## src/rtl/xg_mem_pkg.sv

```systemverilog
// Shared types and constants for the XenonGecko memory arbiter.
package xg_mem_pkg;
  localparam int ADDR_W    = 24;
  localparam int DATA_W    = 16;
  localparam int BURST_LEN = 4;
  // Offset of the final word of a downstream burst.
  localparam logic [1:0] LAST_OFFSET = 2'(BURST_LEN - 1);

  typedef enum logic {S_IDLE = 1'b0, S_BURST = 1'b1} state_t;
  typedef enum logic {CL_V = 1'b0, CL_C = 1'b1} client_t;
endpackage

```

## src/rtl/xg_arb_req_latch.sv

```systemverilog
// Per-client pending flag: remembers a request pulse that was not granted
// on the cycle it arrived, until that client's burst completes.
module xg_arb_req_latch (
  input  logic clk_sys,
  input  logic rst,
  input  logic req,      // one-cycle request pulse from the client
  input  logic consume,  // request granted straight from idle this cycle
  input  logic clear,    // this client's burst completes this cycle
  output logic pend
);

  // Set on an ungranted pulse, drop on completion; a fresh pulse wins over a same-cycle clear.
  always_ff @(posedge clk_sys or posedge rst) begin
    if (rst) begin
      pend <= 1'b0;
    end else if (req && !consume) begin
      pend <= 1'b1;
    end else if (clear) begin
      pend <= 1'b0;
    end
  end

endmodule

```

## src/rtl/xg_mem_arbiter.sv

```systemverilog
// Two-client burst arbiter: xgmm (V, fixed priority) and CPU data port (C,
// starvation-bounded) sharing one 4-word SDRAM controller port.
//
// Handshake: a client pulses x_req for one cycle with x_addr/x_wren valid and
// holds them until its burst ends. Each downstream sd_ready stroke moves one
// word; x_ready mirrors it to the granted client only, in the same cycle, and
// x_wdata must be valid whenever x_ready is high. The burst ends on the stroke
// carrying offset 3. sd_req is a one-cycle pulse per burst.
module xg_mem_arbiter #(
  parameter int STARVE_LIMIT = 8,
  parameter int ADDR_W       = xg_mem_pkg::ADDR_W,
  parameter int DATA_W       = xg_mem_pkg::DATA_W
) (
  input  logic                clk_sys,
  input  logic                rst,
  input  logic                v_req,
  input  logic                v_wren,
  input  logic [ADDR_W-1:0]   v_addr,
  input  logic [DATA_W-1:0]   v_wdata,
  output logic                v_ready,
  output logic [1:0]          v_offset,
  output logic [DATA_W-1:0]   v_rdata,
  input  logic                c_req,
  input  logic                c_wren,
  input  logic [ADDR_W-1:0]   c_addr,
  input  logic [DATA_W-1:0]   c_wdata,
  output logic                c_ready,
  output logic [1:0]          c_offset,
  output logic [DATA_W-1:0]   c_rdata,
  output logic                sd_req,
  output logic                sd_wren,
  output logic [ADDR_W-1:0]   sd_addr,
  output logic [DATA_W-1:0]   sd_wdata,
  input  logic                sd_ready,
  input  logic [1:0]          sd_offset,
  input  logic [DATA_W-1:0]   sd_rdata,
  output logic                busy,
  output xg_mem_pkg::state_t  dbg_state
);
  import xg_mem_pkg::*;

  localparam logic [3:0] STREAK_MAX = 4'(STARVE_LIMIT);

  state_t     state_q, state_d;
  client_t    grant_q, winner;
  logic [3:0] streak_q;
  logic       v_pend, c_pend;
  logic       v_seen, c_seen;
  logic       issue, done;

  assign v_seen = v_req | v_pend;
  assign c_seen = c_req | c_pend;

  xg_arb_req_latch u_v_latch (
    .clk_sys (clk_sys),
    .rst     (rst),
    .req     (v_req),
    .consume (issue && (winner == CL_V)),
    .clear   (done && (grant_q == CL_V)),
    .pend    (v_pend)
  );

  xg_arb_req_latch u_c_latch (
    .clk_sys (clk_sys),
    .rst     (rst),
    .req     (c_req),
    .consume (issue && (winner == CL_C)),
    .clear   (done && (grant_q == CL_C)),
    .pend    (c_pend)
  );

  // Next state: pick a winner in idle, watch for the last word of a burst.
  always_comb begin
    state_d = state_q;
    winner  = CL_V;
    issue   = 1'b0;
    done    = 1'b0;
    case (state_q)
      S_IDLE: begin
        if (v_seen || c_seen) begin
          issue   = 1'b1;
          state_d = S_BURST;
          if (c_seen && (!v_seen || (streak_q == STREAK_MAX))) begin
            winner = CL_C;
          end
        end
      end
      S_BURST: begin
        if (sd_ready && (sd_offset == LAST_OFFSET)) begin
          done    = 1'b1;
          state_d = S_IDLE;
        end
      end
      default: state_d = S_IDLE;
    endcase
  end

  // State, grant and downstream command registers; command is captured on issue.
  always_ff @(posedge clk_sys or posedge rst) begin
    if (rst) begin
      state_q <= S_IDLE;
      grant_q <= CL_V;
      sd_req  <= 1'b0;
      sd_wren <= 1'b0;
      sd_addr <= '0;
    end else begin
      state_q <= state_d;
      sd_req  <= issue;
      if (issue) begin
        grant_q <= winner;
        sd_wren <= (winner == CL_C) ? c_wren : v_wren;
        sd_addr <= (winner == CL_C) ? c_addr : v_addr;
      end
    end
  end

  // Count V grants taken while C waits; C is forced through once it hits the limit.
  always_ff @(posedge clk_sys or posedge rst) begin
    if (rst) begin
      streak_q <= '0;
    end else if (issue) begin
      if ((winner == CL_V) && c_seen) begin
        if (streak_q != STREAK_MAX) begin
          streak_q <= streak_q + 4'd1;
        end
      end else begin
        streak_q <= '0;
      end
    end
  end

  assign busy      = (state_q == S_BURST);
  assign dbg_state = state_q;
  assign sd_wdata  = (grant_q == CL_C) ? c_wdata : v_wdata;
  assign v_ready   = sd_ready & busy & (grant_q == CL_V);
  assign c_ready   = sd_ready & busy & (grant_q == CL_C);
  assign v_offset  = sd_offset;
  assign c_offset  = sd_offset;
  assign v_rdata   = sd_rdata;
  assign c_rdata   = sd_rdata;

endmodule

```

## config.mk

```make
export PLATFORM = sky130hd
export DESIGN_NAME = xg_mem_arbiter
export DESIGN_NICKNAME = d
export VERILOG_FILES = /design/src/rtl/xg_mem_pkg.sv /design/src/rtl/xg_arb_req_latch.sv /design/src/rtl/xg_mem_arbiter.sv
export SDC_FILE = /design/constraint.sdc
export NUM_CORES = 1
export LEC_CHECK = 0
export ABC_AREA = 1
export CORE_MARGIN = 3
export CORE_UTILIZATION = 36
export CTS_CLUSTER_DIAMETER = 40
export DETAILED_ROUTE_END_ITERATION = 8
export GPL_TIMING_DRIVEN = 0
export MAX_ROUTING_LAYER = met4
export PLACE_DENSITY = 0.87
export SYNTH_ARGS = -nofsm -noshare
export SYNTH_HDL_FRONTEND = slang
export SYNTH_SLANG_ARGS = --single-unit
```

## constraint.sdc

```tcl
create_clock -name clk_sys -period 2.1 [get_ports clk_sys]
set_input_delay 0.315 -clock clk_sys [delete_from_list [all_inputs] [get_ports clk_sys]]
set_output_delay 0.315 -clock clk_sys [all_outputs]
set_load 0.02 [all_outputs]
```

# After elaboration in Yosys (flattened, before gate mapping)
# Index checks and enable logic that the tools add are counted.
# Widths: inputs -> output; s select.
# word_totals
ff_bits,34
n_memories,0
ram_bits,0
latchBits,0
inputBits,105
rom_bits,0
# classes
shift,0
bitwise,8
mux,18
n_eq_ne,4
mul,0
reduce_logical,17
div,0
addsub,1
magnitude_cmp,0
# op_table
operator,n
$mux 24,1
$mux 16,1
$mux 1,13
$logic_and 1x1->1,9
$mux 4,2
$add 4x1->4 const B,1
$eq 4x4->1 const B,1
$ne 4x4->1 const B,1
$reduce_bool 2->1,2
$and 1x1->1,3
$logic_not 1->1,3
$not 1->1,3
$eq 2x2->1 const B,1
$logic_or 1x1->1,2
$ne 2x1->1 const B,1
$or 1x1->1,2
$pmux 1 s2,1
$reduce_and 2->1,1

# Depth between registers and ports, before layout
# depth
word_depth,12
mapped_depth,9
mapped_depth_nobuf,8

# By module
# From an unflattened synthesis, not the netlist that was laid out.
# unflattened
hier_cells,377
hier_area_um2,2511.2
# by_module_without_submodules
mod,area_each_um2,seq_area_each_um2,cells_per_inst,instances
xg_mem_arbiter,2416.1,800.8,363,1
xg_arb_req_latch,47.5,25.0,7,2

# Worst setup path after synthesis
# Ideal clock, no wire load.
# synth_path
path_type,register -> output
start,reg grant_q
end,out c_ready
required_time_ns,1.785
arrival_ns,1.171
stages_incl_launch_ff,5
path_slack_ns,0.614
cell_sequence,dfrtp_1 -> buf_2 -> clkinv_1 -> buf_2 -> nor2_1
# synth_via
elab_chain_len,1
# synth_lines
element,line_no,rtl
"start, declared",xg_mem_arbiter.sv:45,"client_t grant_q, winner;"
"start signal, assigned",xg_mem_arbiter.sv:110,grant_q <= winner;
$and 1x1->1,xg_mem_arbiter.sv:136,assign c_ready = sd_ready & busy & (grant_q == CL_C);
"end, declared",xg_mem_arbiter.sv:27,"output logic c_ready,"
# No other way between the ends.

# Worst setup path in the final report
# layout_path
start,reg grant_q
end,out sd_wdata[13]
# layout_via
elab_chain_len,1
# layout_lines
element,line_no,rtl
$mux 16,xg_mem_arbiter.sv:134,assign sd_wdata = (grant_q == CL_C) ? c_wdata : v_wdata;
"end, declared",xg_mem_arbiter.sv:33,"output logic [DATA_W-1:0] sd_wdata,"
# No other way between the ends.

==> results <==
- The violation count after the first detailed-route iteration is 149.
- Leaving out fill and tap cells, the most frequent cell in the layout is clkdlybuf4s50_1.
- In this run, synthesis produced a sequential element count of 34.
- The CTS tree is built.
- After detailed routing, the average wire length per cell comes to 13.58 um.
- The fraction of power spent switching nets is 41.28%.
- The post-route cell area is 4245 um2.
- Before antenna repair, the detailed router went through 4 iterations.
- After synthesis, the netlist uses 23 different library cells.
- Setup repair after global routing left no endpoint under its margin.
- The worst max-slew margin expressed relative to the limit is 53.19%.
- The Yosys step of the flow raised 0 warnings.
- Before CTS, the worst setup slack after placement is -4.184 ps.
- For this design the top-level I/O count stands at 187.
- The total of buffers placed on input and output ports is 170.
- In this run the vertical extent of the chip is 86.90 um.
- For this run the aggregate overflow at the end of global routing stands at 0.
- Once the floorplan was initialized, standard cells occupied 38.43% of the core.
- The cell area that synthesis handed to floorplanning was about 2400 um2.
- In this run the static leakage power is 0.002223 uW.
- The number of antenna violations at the first check in global routing is 0.
- The residual antenna-violating net count after detailed routing is 0.
- The worst setup path is captured at a primary output.
- The clock slew at the register clock pins of the worst setup and hold paths is 70 ps.
- The tree is rooted in a clkbuf_8.
- The post-route minimum period is 1986 ps.
- Of the total power, the clock network draws between 15 and 20%.
- The longest clock path from root to sink contains 2 buffers.
- The area of the core region is around 6000 um2.
- The post-layout net count is 634.
- In the routed design, unresolved DRC markers number 0.
- The final non-filler cell total is between 600 and 700.
- In the routed layout, each cell is associated on average with a via count of 4.599.
- The cell-internal power is 1930 uW.
- The number of H-tree levels is 2.
- The floorplan step defined a die boundary enclosing 7551 um2.
- The fraction of the yosys area taken by sequential cells is 36.11%.
- Across all setup checks in the final design, the least slack found is 114.3 ps.
- The number of global-route vias before repair came to 2726.
- The kind of path behind the tightest hold check is input pin to asynchronous set/reset pin.
- The total design power is 3286 uW.
- For this block, the routed nets add up to 8188 um of wire.
- The synthesized netlist net count is 457.
- The clock net in this run drives a total of 34 sinks.
- The final critical-path share of the clock period is between 90% and 100%.
- The sequential share of power is 28.5%.
- Between clock sinks in the finished design, the worst skew comes to around 4.8 ps.
- In the layout the commonest cells are clkdlybuf4s50_1 (158), nand2_1 (130), nand3_1 (57), inv_1 (48), buf_4 (41).
- The count of pins over their slew limit is 0.
- The instance count of the mapped netlist is 350.
- The top cell type by total area after synthesis is dfrtp_1.
- The launch point of the worst reg-to-reg path is streak_q[0].
- In this run the cell area measured after placement is 4151 um2.
- Detailed routing inserted a total of around 2800 vias.
- The startpoint of the worst setup timing path is grant_q.
- Once the clock tree was built, the setup fixing pass inserted 0 buffers.
- The maximum number of pins on one net before global-route repair is 35.
- In this run the worst path has a maximum fanout of 10.
- The combinational share of power is 55.8%.
- The number of diodes added for antenna fixing is 0.
- The die outline width is between 80 and 90 um.
- The HPWL after detailed placement is 6668 um.
- The global placement routability congestion is 0.8116.
- The power per standard cell area is between 700 and 800 nW/um2.
- Once placement completed, the tool counted placed cells totaling around 600.
- The layout-stage area growth over the synthesis result is 80.19%.
- The CTS buffer count is 5.
- For the pin with the worst max-slew slack, the measured transition is 701.1 ps.
- The maximum operating frequency is 0.5036 GHz.
- Yosys attributes the largest share of cell area to dfrtp_1 (36%), nand2_1 (21%), buf_4 (13%).
- The type of origin of the critical path is a flip-flop.
- The worst endpoint required time is roughly 1800 ps.
- The arrival time at the worst endpoint is 1670 ps.
- Dividing the synthesized area by the synthesized cell count gives 6.731 um2.
- The number of endpoints failing setup at the final stage is 0.
- The maximum vdd drop is 0.6262 mV.
- The clock reaches the later pin of the worst-skew pair after 290 ps.
- The number of placement rows is 28.
- The first global-routing pass estimated about 13000 um of wire.
- For this run, the total global-route usage over all layers was measured as 22.34%.
- The switching power is 1356 uW.
- The count of final hold-check violations is 0.
- Cells with a size suffix above 1 make up 13.26% of the layout.
- The max capacitance violation total is 0.
- The setup path with the least slack is of type flip-flop to primary output.
- Adding up every negative setup slack in the final design gives 0 ps.
- The area share of the largest cell type after synthesis is 36.11%.
- The flow ran to the end, and the final reports show no timing, DRC or antenna violations.
## metal layers
| metal | GRT usage, % | vias to the layer above | share of wire (%) |
|---|---|---|---|
| met1 | 25.44 | 1247 | 37 |
| li1 | - | 1376 | - |
| met2 | 39.06 | 141 | 51 |
| met3 | 5.866 | 9 | 10 |
| met5 | - | - | 0 |
| met4 | 5.241 | 0 | 1.2 |
## logic make-up (layout without fill, tap and decap cells)
family,after synthesis,after routing,share of synthesized area [%]
AND/OR/NAND/NOR,203,203,36.86
buffers and inverters,104,282,24.16
flip-flops,34,34,36.11
AO/OA/AOI/OAI,6,6,1.434
adder cells (fa/ha/maj),2,2,1.062
XOR/XNOR,1,1,0.3718
## power by group through the flow
| stage | Combinational (uW) | Clock [uW] | Sequential, uW |
|---|---|---|---|
| floorplan | 835 | 0 | 1090 |
| global placement | 1850 | 0 | 934 |
| detailed placement | 1890 | 0 | 942 |
| CTS | 1850 | 531 | 934 |
| global route | 2000 | 561 | 959 |
| finish | 1830 | 515 | 937 |
## layout make-up
class	instances	area, um2
plain buffers	52	375.4
clock buffers	6	82.58
clock inverters	2	12.51
fillers	530	1886
inverters	52	200.2
multi-input cells	212	935.9
flip-flops and latches	34	850.8
well taps	75	93.84
repair buffers	170	1694
## path summary, 6_finish.rpt
check	end	slack, ps	cells past startpoint
hold / removal	sd_addr[14]	460	2
hold reg to reg	sd_addr[8]	480	2
setup reg to reg	sd_addr[2]	540	8
max in group asynchronous	sd_addr[16]	1190	2
setup / recovery	sd_wdata[13]	110	5
min in group clk_sys	sd_addr[8]	480	2
## what timing repair did
| item | CTS | global route |
|---|---|---|
| resized for setup | 13 | 3 |
| setup endpoints to repair | 18 | 4 |
| hold buffers | 0 | 0 |
| endpoints found under the hold margin | 0 | 0 |
## worst max-delay path: stages (launching register included)
cell and delay, ps:
dfrtp_1 360, buf_2 180, inv_4 120, nand2_1 60, nand2_1 60, clkdlybuf4s50_1 610
## synthesized netlist by cell type, drive strengths merged
cell type and count:
nand4 4, dfrtp 34, inv 51, a21oi 1, o21ai 3, o21a 1
ha 2, nor2 7, nand2 135, nand3 57, buf 52, xor2 1
o22ai 1, clkinv 1
## flip-flops by register name (all words and copies together) (netlist names)
signal,cells
streak_q,4
u_c_latch.pend,1
sd_wren,1
u_v_latch.pend,1
sd_addr,24
busy,1
sd_req,1
grant_q,1
## per-stage QoR
stage | hold WS [ps] | utilization [%]
after floorplan | 424.6 | -
after global placement | 462.4 | 67.71
after detailed placement | 466.0 | 67.71
after CTS | 488.4 | 69.14
after global routing | 500.7 | 69.24
final | 456.9 | 69.24
Power figures use the tool's default switching activity.
